### src/rtl/irq_ctrl.sv
// irq_ctrl -- memory-mapped interrupt controller for a single-trap CPU.
//
// Latches rising edges of up to 16 synchronous sources into PENDING, masks
// them with ENABLE, and raises a one-cycle `interrupt` for the lowest-index
// enabled request. Further interrupts are held off until software writes
// COMPLETE.
//
// Ports:
//   clk, rst       : clock (rising edge), synchronous active-high reset
//   irq_src        : interrupt sources, rising edge = request
//   dbus_addr      : CPU data byte address
//   dbus_write     : CPU write data
//   dbus_wen       : CPU write strobe
//   dbus_read      : registered read data, valid one cycle after the address
//   dbus_rsel      : registered, marks dbus_read as driven by this block
//   interrupt      : one-cycle trap request
//   irq_id         : id of the in-service source (valid while active)
//
// Register map (offsets from BASE_ADDR):
//   0x0 PENDING  (W1C)   0x4 ENABLE (RW)
//   0x8 CLAIM    (RO, {active, 27'b0, irq_id})   0xC COMPLETE (WO, reads 0)
module irq_ctrl #(
  parameter int          N_SRC     = 8,
  parameter logic [15:0] BASE_ADDR = 16'hFF00
) (
  input  logic             clk,
  input  logic             rst,
  input  logic [N_SRC-1:0] irq_src,
  input  logic [15:0]      dbus_addr,
  input  logic [31:0]      dbus_write,
  input  logic             dbus_wen,
  output logic [31:0]      dbus_read,
  output logic             dbus_rsel,
  output logic             interrupt,
  output logic [3:0]       irq_id
);

  typedef enum logic [1:0] {IDLE, FIRE, SERVICE} state_t;

  state_t           state;
  logic [N_SRC-1:0] src_d;
  logic [N_SRC-1:0] pending;
  logic [N_SRC-1:0] enable;
  logic [N_SRC-1:0] pending_nxt;
  logic [N_SRC-1:0] edge_det;
  logic [N_SRC-1:0] req;
  logic [N_SRC-1:0] grant;
  logic [3:0]       sel;
  logic             any_req;
  logic             active;
  logic             hit;
  logic [3:0]       ofs;
  logic             wr_pend;
  logic             wr_en;
  logic             wr_cmpl;
  logic             rd_hit;
  logic [31:0]      rd_data;
  logic             unused_wdata;

  // Index of the lowest set bit (lowest index has highest priority).
  function automatic logic [3:0] prio_sel(input logic [N_SRC-1:0] r);
    logic [3:0] enc;
    enc = '0;
    for (int i = N_SRC - 1; i >= 0; i--) begin
      if (r[i]) enc = 4'(i);
    end
    return enc;
  endfunction

  // One-hot mask of the lowest set bit, used to clear the granted pending bit.
  function automatic logic [N_SRC-1:0] prio_grant(input logic [N_SRC-1:0] r);
    return r & (~r + N_SRC'(1));
  endfunction

  assign hit     = (dbus_addr[15:4] == BASE_ADDR[15:4]);
  assign ofs     = dbus_addr[3:0];
  assign wr_pend = hit && dbus_wen && (ofs == 4'h0);
  assign wr_en   = hit && dbus_wen && (ofs == 4'h4);
  assign wr_cmpl = hit && dbus_wen && (ofs == 4'hC);
  assign rd_hit  = hit && !dbus_wen;

  // Upper write-data bits have no destination when N_SRC < 32.
  assign unused_wdata = ^dbus_write;

  assign edge_det = irq_src & ~src_d;
  assign req      = pending & enable;
  assign any_req  = |req;
  assign sel      = prio_sel(req);
  assign grant    = prio_grant(req);
  assign active   = (state != IDLE);

  // Order matters: W1C first, then the grant clear, then new edges, so an
  // edge always wins over a clear on the same bit in the same cycle.
  always_comb begin
    pending_nxt = pending;
    if (wr_pend) pending_nxt = pending_nxt & ~dbus_write[N_SRC-1:0];
    if (state == IDLE && any_req) pending_nxt = pending_nxt & ~grant;
    pending_nxt = pending_nxt | edge_det;
  end

  always_comb begin
    rd_data = '0;
    case (ofs)
      4'h0:    rd_data[N_SRC-1:0] = pending;
      4'h4:    rd_data[N_SRC-1:0] = enable;
      4'h8:    rd_data = {active, 27'b0, irq_id};
      default: rd_data = '0;
    endcase
  end

  // Register stage: edge history, pending/enable, FSM and read-back port.
  always_ff @(posedge clk) begin
    if (rst) begin
      state     <= IDLE;
      src_d     <= '0;
      pending   <= '0;
      enable    <= '0;
      irq_id    <= '0;
      interrupt <= 1'b0;
      dbus_read <= '0;
      dbus_rsel <= 1'b0;
    end else begin
      src_d     <= irq_src;
      pending   <= pending_nxt;
      if (wr_en) enable <= dbus_write[N_SRC-1:0];
      dbus_rsel <= rd_hit;
      dbus_read <= rd_hit ? rd_data : '0;
      interrupt <= 1'b0;
      case (state)
        IDLE: begin
          if (any_req) begin
            state     <= FIRE;
            irq_id    <= sel;
            interrupt <= 1'b1;
          end
        end
        FIRE: state <= SERVICE;
        SERVICE: begin
          // irq_id is zeroed on completion so CLAIM reads 0 when idle.
          if (wr_cmpl) begin
            state  <= IDLE;
            irq_id <= '0;
          end
        end
        default: state <= IDLE;
      endcase
    end
  end

endmodule
### config.mk
export PLATFORM = sky130hd
export DESIGN_NAME = irq_ctrl
export DESIGN_NICKNAME = d
export VERILOG_FILES = /design/src/rtl/irq_ctrl.sv
export SDC_FILE = /design/constraint.sdc
export NUM_CORES = 1
export LEC_CHECK = 0
export ABC_AREA = 1
export CORE_MARGIN = 3
export CORE_UTILIZATION = 30
export CTS_CLUSTER_SIZE = 10
export DETAILED_ROUTE_END_ITERATION = 10
export SYNTH_ARGS = -nofsm -noshare
export SYNTH_HDL_FRONTEND = slang
export SYNTH_SLANG_ARGS = --single-unit
export TNS_END_PERCENT = 5
### constraint.sdc
create_clock -name clk -period 2.6 [get_ports clk]
set_clock_uncertainty 0.2 [all_clocks]
set_input_delay 0.52 -clock clk [delete_from_list [all_inputs] [get_ports clk]]
set_output_delay 0.52 -clock clk [all_outputs]
set_load 0.1 [all_outputs]
==> results of run 1 <==
-- final cells by class --
class / instances / area (um^2)
Clock buffer: 6 / 82.6
Fill cell: 693 / 3890
Timing Repair Buffer: 53 / 483
Clock inverter: 2 / 38.8
Multi-Input combinational cell: 193 / 932
Inverter: 44 / 168
Tap cell: 77 / 96.3
Sequential cell: 40 / 801
-- Yosys cell counts --
cell type / count
bufbuf_16: 1
a21oi_4: 1
nand4_4: 1
o22ai_1: 1
nand4_1: 14
nor2_2: 3
nor3_1: 3
nand3_2: 2
a22o_1: 3
nor3_2: 1
nand2_2: 4
nor2_1: 30
buf_2: 2
a21oi_1: 12
nor2_4: 1
a221oi_1: 2
conb_1: 1
nand3b_1: 1
inv_1: 42
a31oi_1: 1
dfxtp_1: 40
nand2_4: 1
nor3b_1: 1
nand2_1: 59
clkbuf_1: 2
inv_4: 1
inv_2: 1
nand3_1: 24
buf_4: 26
o21ai_0: 4
-- worst max-delay path, cell delays in order --
cell and delay [ps]:
clkdlybuf4s50_1 440, nor2_2 200, nand3_1 170, inv_1 370, nand4_1 160, nand4_1 120, nand2_1 50
-- worst max-delay path by stage --
stage / startpoint / end / slack, ps / cells past startpoint
floorplan: irq_id[2] / irq_id[2] / 940 / 0
global placement: dbus_addr[1] / pending[0] / 230 / 7
detailed placement: dbus_addr[1] / pending[6] / 220 / 7
CTS: dbus_addr[1] / pending[4] / 510 / 7
global route: dbus_addr[1] / pending[4] / 370 / 7
finish: dbus_addr[1] / pending[4] / 560 / 7
-- routing by layer --
layer	vias to the layer above	wire [um]	share of wire [%]
met5	-	0	0
met4	0	38	0.78
met3	5	365	7.5
met2	72	2290	47
met1	810	2200	45
li1	961	-	-
-- registers in the layout (all words and copies together) (netlist names) --
register and cells:
state 2, interrupt 1, dbus_rsel 1, irq_id 3
dbus_read 9, pending 8, src_d 8, enable 8
-- through the flow --
step / instance area, um^2 / utilization, % / hold slack, ps / cells / power (uW)
after floorplan: 2150 / - / 199 / 308 / 881
after global placement: 2480 / 38.2 / 207 / 407 / 916
after detailed placement: 2480 / 38.2 / 213 / 407 / 917
after CTS: 2600 / 40.1 / 235 / 415 / 1460
after global routing: 2600 / 40.1 / 262 / 415 / 1510
final: 2600 / 40.1 / 224 / 415 / 1440
-- kinds of logic (layout without fill, tap and decap cells) --
| kind of cell | count (synthesis) | count (layout) | share of synthesized area [%] |
|---|---|---|---|
| flops | 40 | 40 | 38.9 |
| simple gates | 145 | 145 | 33.5 |
| compound gates | 24 | 24 | 7.41 |
| buf+inv | 75 | 105 | 20.0 |
| other cells | 1 | 24 | 0.182 |
-- power by group through the flow --
stage / logic (uW) / clock network (uW) / registers [uW]
after floorplan: 227 / 0 / 654
after global placement: 260 / 0 / 655
after detailed placement: 262 / 0 / 656
after CTS: 262 / 555 / 641
after global routing: 278 / 591 / 643
final: 262 / 540 / 641
==> results.py, run 1 <==
metrics = {
    "place": {
        "dp_hpwl_um": 3800,
        "port_buffers": 48,
        "routabilityCongestion": 0.875,
        "place_ws_ps": 222,
    },
    "worst_hold_path": {
        "hold_depth": 1,
        "hp-start": "src_d[3]",
        "holdPathEnd": "pending[3]",
        "worstHoldPathType": "reg2reg",
    },
    "setup_path": {
        "reg2reg_from": "enable[2]",
        "worstPathArrival_ps": 2030,
        "critical_path.max_fanout": 13,
        "crit_required_ps": 2600,
        "reg2reg_depth": 7,
        "rrSetupSlack_ps": 1000,
        "critPathCaptureType": "register",
        "r2r_end": "irq_id[1]",
        "path_class": "in2reg",
        "worstSetupStartpointType": "input port",
    },
    "cells_and_area": {
        "diodes": 0,
        "syn2layout_area_growth_pct": 26.3,
        "nets": 396,
        "layout_common_cells": "nand2_1 (59), inv_1 (42), dfxtp_1 (40)",
        "drive_above_1_share_pct": 12.7,
        "final_common_cell": "nand2_1",
    },
    "power": {
        "intPower_uw": 1010,
        "power_density_nw_per_um2": 555,
        "switching_power_uw": 436,
        "combPwrFrac_pct": 18.1,
        "p_sw_share_pct": 30.2,
        "peakVddDrop_uv": 240,
        "p_seq_share_pct": 44.4,
        "p_leak_uw": 0.00117,
        "p_clk_share_pct": 37.4,
    },
    "grt": {
        "antenna_found_initial": 0,
        "grt.busiest_layer": "met2",
        "grt_max_degree": 18,
        "grt_use_met2_pct": 21.1,
        "grt_pass1_wl_um": 7890,
        "use_met3_pct": 2.79,
        "gr-total-overflow": 0,
        "met1_usage_pct": 17.8,
        "track_usage_pct": 13.1,
        "grt_pass1_vias": 1674,
    },
    "detailed_routing": {
        "routedWlPerCell_um": 11.8,
        "antenna_left": 0,
        "detail_route.iter0.violations": 109,
        "finalWirelength_um": 4900,
        "vias": 1848,
        "viasPerCell": 4.45,
        "firstDrtPassIters": 4,
        "post-route-drc-count": 0,
    },
    "clock_network": {
        "cts_tree": "done",
        "cts-buffers-inserted": 5,
        "cts_root_buf": "clkbuf_8",
        "insertion_delay_ps": 300,
        "cts-resized-gates": 0,
        "clockBufferDepth": 2,
        "cts_num_sinks": 40,
        "hold_buffers": 0,
        "htree_levels": 2,
        "postCtsSetupRepairBufs": 0,
        "clkSlewWorstSetupHoldPaths_ps": 80,
    },
    "sta": {
        "fin_ws_ps": 563,
        "setup_viol": 0,
        "fmax_ghz": 0.491,
        "setup_tns_ps": 0,
        "min_period_over_period_pct": 78.4,
        "finalMaxSlewViolations": 0,
        "rsz0062_at_grt": "false",
        "hold_violations": 0,
        "fin_crit_ps": 2040,
    },
    "die": {
        "dieArea_um2": 7900,
        "start_util_pct": 31.7,
        "die_x_um": 88.9,
        "dieHeight_um": 88.9,
        "top_level_ports": 97,
        "rows": 29,
        "core_um2": 6490,
    },
    "synth": {
        "synth_area_leader_cell": "dfxtp_1",
        "synthDistinctLibCells": 30,
        "synth.avg_cell_area_um2": 7.23,
        "synth_seq_area_share_pct": 38.9,
        "syn-cell-area_um2": 2060,
        "syn_inst": 285,
        "ys_ff_latch": 40,
        "synth_area_leaders": "dfxtp_1 (39%), nand2_1 (11%), buf_4 (9.5%)",
        "ys_warn_count": 0,
        "yosysTopAreaCellShare_pct": 38.9,
    },
    "outcome": {
        "status": "finished, final reports clean",
    },
    "job": {
        "cap_violations": 0,
    },
}
Note: power is estimated with default switching activity, not from simulation.
==> inputs of run 2 (changes only) <==
==> constraint.sdc (replaced) <==
create_clock -name clk -period 2.1 [get_ports clk]
set_clock_uncertainty 0.2 [all_clocks]
set_input_delay 0.42 -clock clk [delete_from_list [all_inputs] [get_ports clk]]
set_output_delay 0.42 -clock clk [all_outputs]
set_load 0.1 [all_outputs]
==> run 2 against run 1 <==
Against the previous run:
- clock-buffer cell count grew 2
- flip-flop and latch count is the same
- combinational power grew 27%
==> results.py, run 2 (synthesized netlist as in run 1, its figures left out) <==
metrics = {
    "cells_and_area": {
        "diodes": 0,
        "syn2layout_area_growth_pct": 35.6,
        "drive_above_1_share_pct": 14.2,
        "final_common_cell": "nand2_1",
        "final_cell_area_um2": 2790,
        "largest_register_ff_count": 9,
        "top_register": "dbus_read",
        "nets": 404,
        "layout_common_cells": "nand2_1 (59), inv_1 (42), dfxtp_1 (40)",
        "final_cells": 423,
        "utilization_pct": 43.0,
    },
    "power": {
        "p_sw_share_pct": 31.4,
        "peakVddDrop_uv": 333,
        "p_clk_share_pct": 31.8,
        "p_seq_share_pct": 48.1,
        "power_density_nw_per_um2": 592,
        "switching_power_uw": 518,
        "intPower_uw": 1130,
        "p_leak_uw": 0.00123,
        "total_power_uw": 1650,
        "combPwrFrac_pct": 20.2,
    },
    "die": {
        "dieArea_um2": 7900,
        "rows": 29,
        "top_level_ports": 97,
        "die_x_um": 88.9,
        "dieHeight_um": 88.9,
        "core_um2": 6490,
        "start_util_pct": 31.7,
    },
    "grt": {
        "track_usage_pct": 12.9,
        "grt_pass1_vias": 1680,
        "gr-total-overflow": 0,
        "antenna_found_initial": 0,
        "grt_pass1_wl_um": 7780,
        "grt_max_degree": 18,
    },
    "clock_network": {
        "clkSlewWorstSetupHoldPaths_ps": 70,
        "clockBufferDepth": 2,
        "cts_num_sinks": 40,
        "cts-buffers-inserted": 5,
        "cts-resized-gates": 0,
        "htree_levels": 2,
        "cts_root_buf": "clkbuf_8",
        "insertion_delay_ps": 290,
        "postCtsSetupRepairBufs": 0,
        "hold_buffers": 0,
        "cts_tree": "done",
    },
    "sta": {
        "rsz0062_at_grt": "false",
        "min_period_over_period_pct": 86.5,
        "fmax_ghz": 0.551,
        "setup_tns_ps": 0,
        "fin_crit_ps": 1820,
        "setup_viol": 0,
        "finalMaxSlewViolations": 0,
        "hold_violations": 0,
    },
    "setup_path": {
        "critical_path.max_fanout": 3,
        "worstSetupStartpointType": "input port",
        "path_class": "in2reg",
        "rrSetupSlack_ps": 490,
        "reg2reg_from": "enable[2]",
        "worstPathArrival_ps": 1810,
        "crit_required_ps": 2090,
        "critPathCaptureType": "register",
        "reg2reg_depth": 7,
        "r2r_end": "irq_id[1]",
    },
    "detailed_routing": {
        "detail_route.iter0.violations": 118,
        "viasPerCell": 4.41,
        "firstDrtPassIters": 4,
        "antenna_left": 0,
        "routedWlPerCell_um": 11.6,
        "vias": 1867,
        "finalWirelength_um": 4900,
        "post-route-drc-count": 0,
    },
    "outcome": {
        "status": "finished, final reports clean",
    },
    "worst_hold_path": {
        "worstHoldPathType": "reg2reg",
        "hp-start": "src_d[3]",
        "hold_depth": 1,
        "holdPathEnd": "pending[3]",
    },
    "place": {
        "port_buffers": 48,
        "dp_hpwl_um": 3910,
        "place_inst": 415,
        "routabilityCongestion": 0.889,
        "place_area_um2": 2700,
    },
    "job": {
        "cap_violations": 0,
    },
}
## run 2: cell types whose count changed in the layout (fill, tap and decap cells not counted), sizes merged
| cell | change |
|---|---|
| buf | +8 |
| clkinv | -1 |
| bufinv | -1 |
| clkbuf | +2 |
## run 2: worst max path at each step
stage,from,endpoint,slack (ps)
after floorplan,irq_id[2],dbus_read[2],500
after global placement,dbus_addr[13],pending[6],-20
after detailed placement,dbus_addr[13],pending[6],-20
after CTS,dbus_addr[13],pending[6],280
after global routing,dbus_addr[4],dbus_read[5],200
final,dbus_addr[12],pending[6],280
## run 2: metrics by stage
stage                     worst slack, ps  hold WS (ps)
final                                 283           219
after global routing                  198           231
after CTS                             276           223
after detailed placement            -20.0           212
after global placement              -18.1           210
after floorplan                       498           199
## run 2: area by class of cell
| type | instances | area, um^2 |
|---|---|---|
| fill | 660 | 3700 |
| sequential | 40 | 801 |
| multi-input combinational | 193 | 932 |
| inverter | 44 | 168 |
| timing repair buffer | 61 | 706 |
| tap | 77 | 96.3 |
| clock buffer | 8 | 90.1 |
## run 2: power by group through the flow
| stage | sequential [uW] | combinational [uW] | clock (uW) |
|---|---|---|---|
| 5_1_grt | 796 | 350 | 582 |
| 6_report | 794 | 333 | 525 |
| 3_3_place_gp | 811 | 331 | 0 |
| 2_1_floorplan | 809 | 282 | 0 |
| 3_5_place_dp | 811 | 332 | 0 |
| 4_1_cts | 793 | 332 | 540 |
## run 2: worst max-delay path, stage by stage
cell and delay, ps:
clkdlybuf4s50_1 460, nand2_1 50, nor2_1 140, nand2_1 80, nor2_2 240, buf_4 180, nand4_1 90, nand4_1 100
nand2_1 50
## run 2: layer usage
| layer | routed length [um] | track usage, % | part of all wire (%) | vias up |
|---|---|---|---|---|
| met1 | 2300 | 16.8 | 47 | 815 |
| met5 | 0 | 0 | 0 | - |
| li1 | - | - | - | 975 |
| met3 | 350 | 3.26 | 7.1 | 6 |
| met2 | 2190 | 20.9 | 45 | 71 |
| met4 | 59 | 3.71 | 1.2 | 0 |
==> variant 1: new RTL, config.mk and constraints of run 2 <==
Register the output `irq_id` once more, cleared by the reset; this adds one clock of latency there. The other outputs are not delayed to match.
--- a/src/rtl/irq_ctrl.sv
+++ b/src/rtl/irq_ctrl.sv
@@ -38,2 +38,4 @@
   typedef enum logic [1:0] {IDLE, FIRE, SERVICE} state_t;
+
+  logic [3:0] irq_id_s0;
 
@@ -105,3 +107,3 @@
       4'h4:    rd_data[N_SRC-1:0] = enable;
-      4'h8:    rd_data = {active, 27'b0, irq_id};
+      4'h8:    rd_data = {active, 27'b0, irq_id_s0};
       default: rd_data = '0;
@@ -117,3 +119,3 @@
       enable    <= '0;
-      irq_id    <= '0;
+      irq_id_s0 <= '0;
       interrupt <= 1'b0;
@@ -132,3 +134,3 @@
             state     <= FIRE;
-            irq_id    <= sel;
+            irq_id_s0 <= sel;
             interrupt <= 1'b1;
@@ -141,3 +143,3 @@
             state  <= IDLE;
-            irq_id <= '0;
+            irq_id_s0 <= '0;
           end
@@ -149,2 +151,10 @@
 
+  always_ff @(posedge clk) begin
+    if (rst) begin
+      irq_id <= '0;
+    end else begin
+      irq_id <= irq_id_s0;
+    end
+  end
+
 endmodule
Check against the original RTL: not equivalent (a bounded check fails within 4 cycles, from zero or initial values and one cycle with rst high).
==> variant 1 against run 2 <==
Area after synthesis grew 3.2%. Setup slack gained 0.031 ns. Routed wire length shrank 1.0%. Sequential cell count grew 3. Final area grew 2.0%. Fmax grew 1.7%. First-iteration DRC count shrank 34%. Power grew 2.5%. Largest cell class unchanged. Largest power group unchanged.
==> variant 1: results (changes against run 2) <==
Min path
  – Worst Hold Endpoint: pending[0] (was pending[3])

Logic synthesis
  – Commonest cells post-synth: 61 x nand2_1, 43 x dfxtp_1, 39 x inv_1 (was 59 x nand2_1, 42 x inv_1, 40 x dfxtp_1)
  – Synth Area in Compound Gates: 6.71% (was 7.41%)
  – Mean Syn Cell Area: 7.33 um2 (was 7.23 um2)
  – Sequential cell area fraction in the yosys report: 40.5% (was 38.9%)
  – Synth cell types: 29 (was 30)

Global routing
  – Total GRT Usage: 12.1% (was 12.9%)
  – Met3 usage: 3.26% (about the same)
  – Global routing usage on met1: 14.7% (was 16.8%)
  – Largest net degree at the start of global routing: 19 (was 18)
  – Met2 global-route usage: 20.3% (was 20.9%)
  – Vias in the first global route: 1759 (was 1680)

Setup path
  – Slowest stage delay, CP: 0.48 ns (was 0.46 ns)
  – Reg2reg end: pending[5] (was irq_id[1])

Routing
  – Metal2 WL: 2340 um (was 2190 um)
  – Routed length on met1: 2110 um (was 2300 um)
  – Met3 wire len: 311 um (was 350 um)
  – Initial DRC count: 78 (was 118)
  – Wire length per cell: 10.9 um (was 11.6 um)

Final layout
  – FF+latch count: 43 (was 40)
  – Multi-input combinational area share: 33.7% (was 33.4%)
  – Final nets: 406 (was 404)
  – Non-Clock Buffer Count: 58 (was 61)
  – Fillcell total: 743 (was 660)
  – Final instance area: 2850 um2 (was 2790 um2)
  – Area delta synth->final: 34.0% (was 35.6%)

Place
  – Setup slack after placement: -0.00145 ns (was -0.0200 ns)
  – Detailed-placement wirelength estimate: 3840 um (was 3910 um)

Timing
  – Worst hold slack: 0.208 ns (was 0.219 ns)

Status
  – Status: finished clean (unchanged)

Power
  – Peak VDD IR: 0.237 mV (was 0.333 mV)
  – LEAKAGE: 0.00123 uW (about the same)
-- variant 1: cell types whose count changed after synthesis, moves of 2 or more --
cell       delta
nand2_1       +2
nor2_1        +4
inv_1         -3
nand4_1       +4
nand3_1       -6
a221oi_1      -2
o21ai_1       +4
o21ai_0       -3
o2bb2ai_1     +3
nor2_4        +2
dfxtp_1       +3
nor3_1        -3
-- variant 1: how the worst max path moves through the flow --
stage | start | endpoint | slack [ns] | cells after the start
final | dbus_addr[9] | enable[1] | 0.31 | 8
after global routing | dbus_addr[7] | enable[6] | 0.18 | 9
after CTS | dbus_addr[9] | enable[7] | 0.32 | 8
after global placement | dbus_addr[13] | irq_id_s0[1] | 0.05 | 10
after detailed placement | dbus_addr[9] | enable[5] | -0.001 | 8
after floorplan | dbus_read[0] | dbus_read[0] | 0.57 | 0
-- variant 1: power by group --
part	leakage (uW)	internal, uW	switching (uW)
Sequential	0.000351	838	14.5
Combinational	0.000832	82.3	250
Clock	0.0000477	228	280
Total	0.00123	1150	545
==> variant 2: new RTL, flow settings as in run 2 <==
Without the edit above. The parameter `N_SRC` goes from 8 to 16.
--- a/src/rtl/irq_ctrl.sv
+++ b/src/rtl/irq_ctrl.sv
@@ -22,3 +22,3 @@
 module irq_ctrl #(
-  parameter int          N_SRC     = 8,
+  parameter int          N_SRC     = 16,
   parameter logic [15:0] BASE_ADDR = 16'hFF00
Ports: changed (resized irq_src); port bits go from 97 to 105. The function was not compared with the original's and may differ.
==> variant 2 against run 2 <==
Routed wire length up 71%. Non-clock buffer count up 29. Sequential cell count up 33. Via count up 60%. Setup slack worse by 0.14 ns. Area after synthesis up 61%. Final area up 68%. Fmax down 7.1%. Power up 91%.
==> variant 2: results (changes against run 2) <==
Status
  – Status: finished clean (unchanged)

Final layout
  – N_diodes: 0 (unchanged)
  – Number of flip-flops under the largest register name: 17 (was 9)
  – Reg with most FFs: dbus_read (unchanged)
  – Non-filler instance count after layout: 650 (was 423)
  – Share of cells above drive strength 1: 20.8% (was 14.2%)
  – Final nets: 576 (was 404)

Clock tree
  – Clock root cell: clkbuf_8 (unchanged)
  – Worst-skew pair later-pin latency: 0.34 ns (was 0.29 ns)
  – Post-CTS setup buffer count: 0 (unchanged)
  – Clock transition at path regs: 0.07 ns (about the same)
  – Clk buf depth: 2 (unchanged)
  – CTS buffer count: 9 (was 5)
  – H-Tree Depth: 3 (was 2)

Routing
  – TritonRoute pass-1 iters: 4 (unchanged)
  – DRT Wirelength: 8400 um (was 4900 um)
  – Initial DRC count: 123 (was 118)
  – Vias: 2992 (was 1867)
  – Residual DRC: 0 (unchanged)

Min path
  – Hold Path Class: in2reg (was reg2reg)

Global routing
  – Total GRT Usage: 13.9% (was 12.9%)
  – Vias in the first global route: 2888 (was 1680)
  – Grt ovf: 0 (unchanged)
  – First-pass GRT wire length: 14000 um (was 7780 um)
  – Largest net degree at the start of global routing: 26 (was 18)
  – Initial antenna violation count: 0 (unchanged)

Logic synthesis
  – Synth area leaders: dfxtp_1 44%, nand2_1 14%, a21oi_2 5.3% (was dfxtp_1 39%, nand2_1 11%, buf_4 9.5%)
  – Mean Syn Cell Area: 7.86 um2 (was 7.23 um2)
  – Sequential cell area fraction in the yosys report: 44.0% (was 38.9%)
  – Top FF cell, synth: dfxtp_1 (unchanged)
  – Yosys Warn Count: 0 (unchanged)
  – Commonest cells post-synth: 120 x nand2_1, 73 x dfxtp_1, 35 x inv_1 (was 59 x nand2_1, 42 x inv_1, 40 x dfxtp_1)
  – FFs w/ async S/R, synth: 0% (unchanged)
  – Synth cell types: 39 (was 30)

Place
  – Detailed-placement wirelength estimate: 6400 um (was 3910 um)
  – I/O Buffers: 73 (was 48)
  – Setup slack after placement: -0.258 ns (was -0.0200 ns)
  – Placed cell area: 4430 um2 (was 2700 um2)
  – Placed cell count: 634 (was 415)
  – Global placement routability congestion: 0.838 (was 0.889)

Power
  – Peak VDD IR: 0.328 mV (was 0.333 mV)
  – LEAKAGE: 0.00190 uW (was 0.00123 uW)
  – Seq pwr: 1460 uW (was 794 uW)
  – Internal: 2410 uW (was 1130 uW)
  – Gate power share: 10.5% (was 20.2%)
  – NetSw: 755 uW (was 518 uW)

Setup path
  – CP max FO: 10 (was 3)
-- variant 2: cell count changes after synthesis, sizes merged, moves of 5 or more --
cell | before | now
a21oi | 13 | 33
buf | 28 | 23
dfxtp | 40 | 73
inv | 44 | 38
nand2 | 64 | 134
nor3 | 4 | 9
o31ai | 0 | 10
-- variant 2: path summary, 6_finish.rpt --
path	from	to	slack, ns	depth (start not counted)
setup / recovery	dbus_addr[6]	dbus_read[5]	0.14	7
hold / removal	rst	dbus_rsel	0.13	2
setup reg to reg	pending[1]	pending[3]	0.22	8
hold reg to reg	src_d[8]	pending[8]	0.22	1
-- variant 2: logic make-up (layout without fill, tap and decap cells) --
kind of cell	count (synthesis)	count (layout)	share of synthesized area, %
and+or+nand+nor	217	217	30.5
buffers and inverters	69	146	11.2
DFF	73	73	44.0
other	1	15	0.113
AOI/OAI and AO/OA	63	63	14.2
-- variant 2: repair_timing --
| action | CTS | global route |
|---|---|---|
| resized for setup | 0 | 2 |
| hold buffers | 0 | 0 |
| endpoints found under the hold margin | 0 | 0 |
| setup endpoints to repair | 0 | 10 |
-- variant 2: area by class of cell --
class,count,area (um2)
inverter,40,160
clock inverter,4,98.8
fill,1064,5870
sequential,73,1460
timing repair buffer,90,1100
tap,136,170
clock buffer,12,155
multi-input combinational,295,1540
-- variant 2: layer usage --
layer | wire length [um] | up-vias | GRT usage (%)
met4 | 135 | 0 | 5.68
met2 | 3940 | 93 | 22.6
met3 | 584 | 11 | 3.00
met5 | 0 | - | 0
li1 | - | 1533 | -
met1 | 3740 | 1355 | 18.0
-- variant 2: worst max-delay path, stage by stage --
cell	delay, ns
clkdlybuf4s50_1	0.44
nor4_2	0.32
nand3_2	0.17
nor3_4	0.19
nand3_2	0.14
buf_12	0.18
a21oi_1	0.15
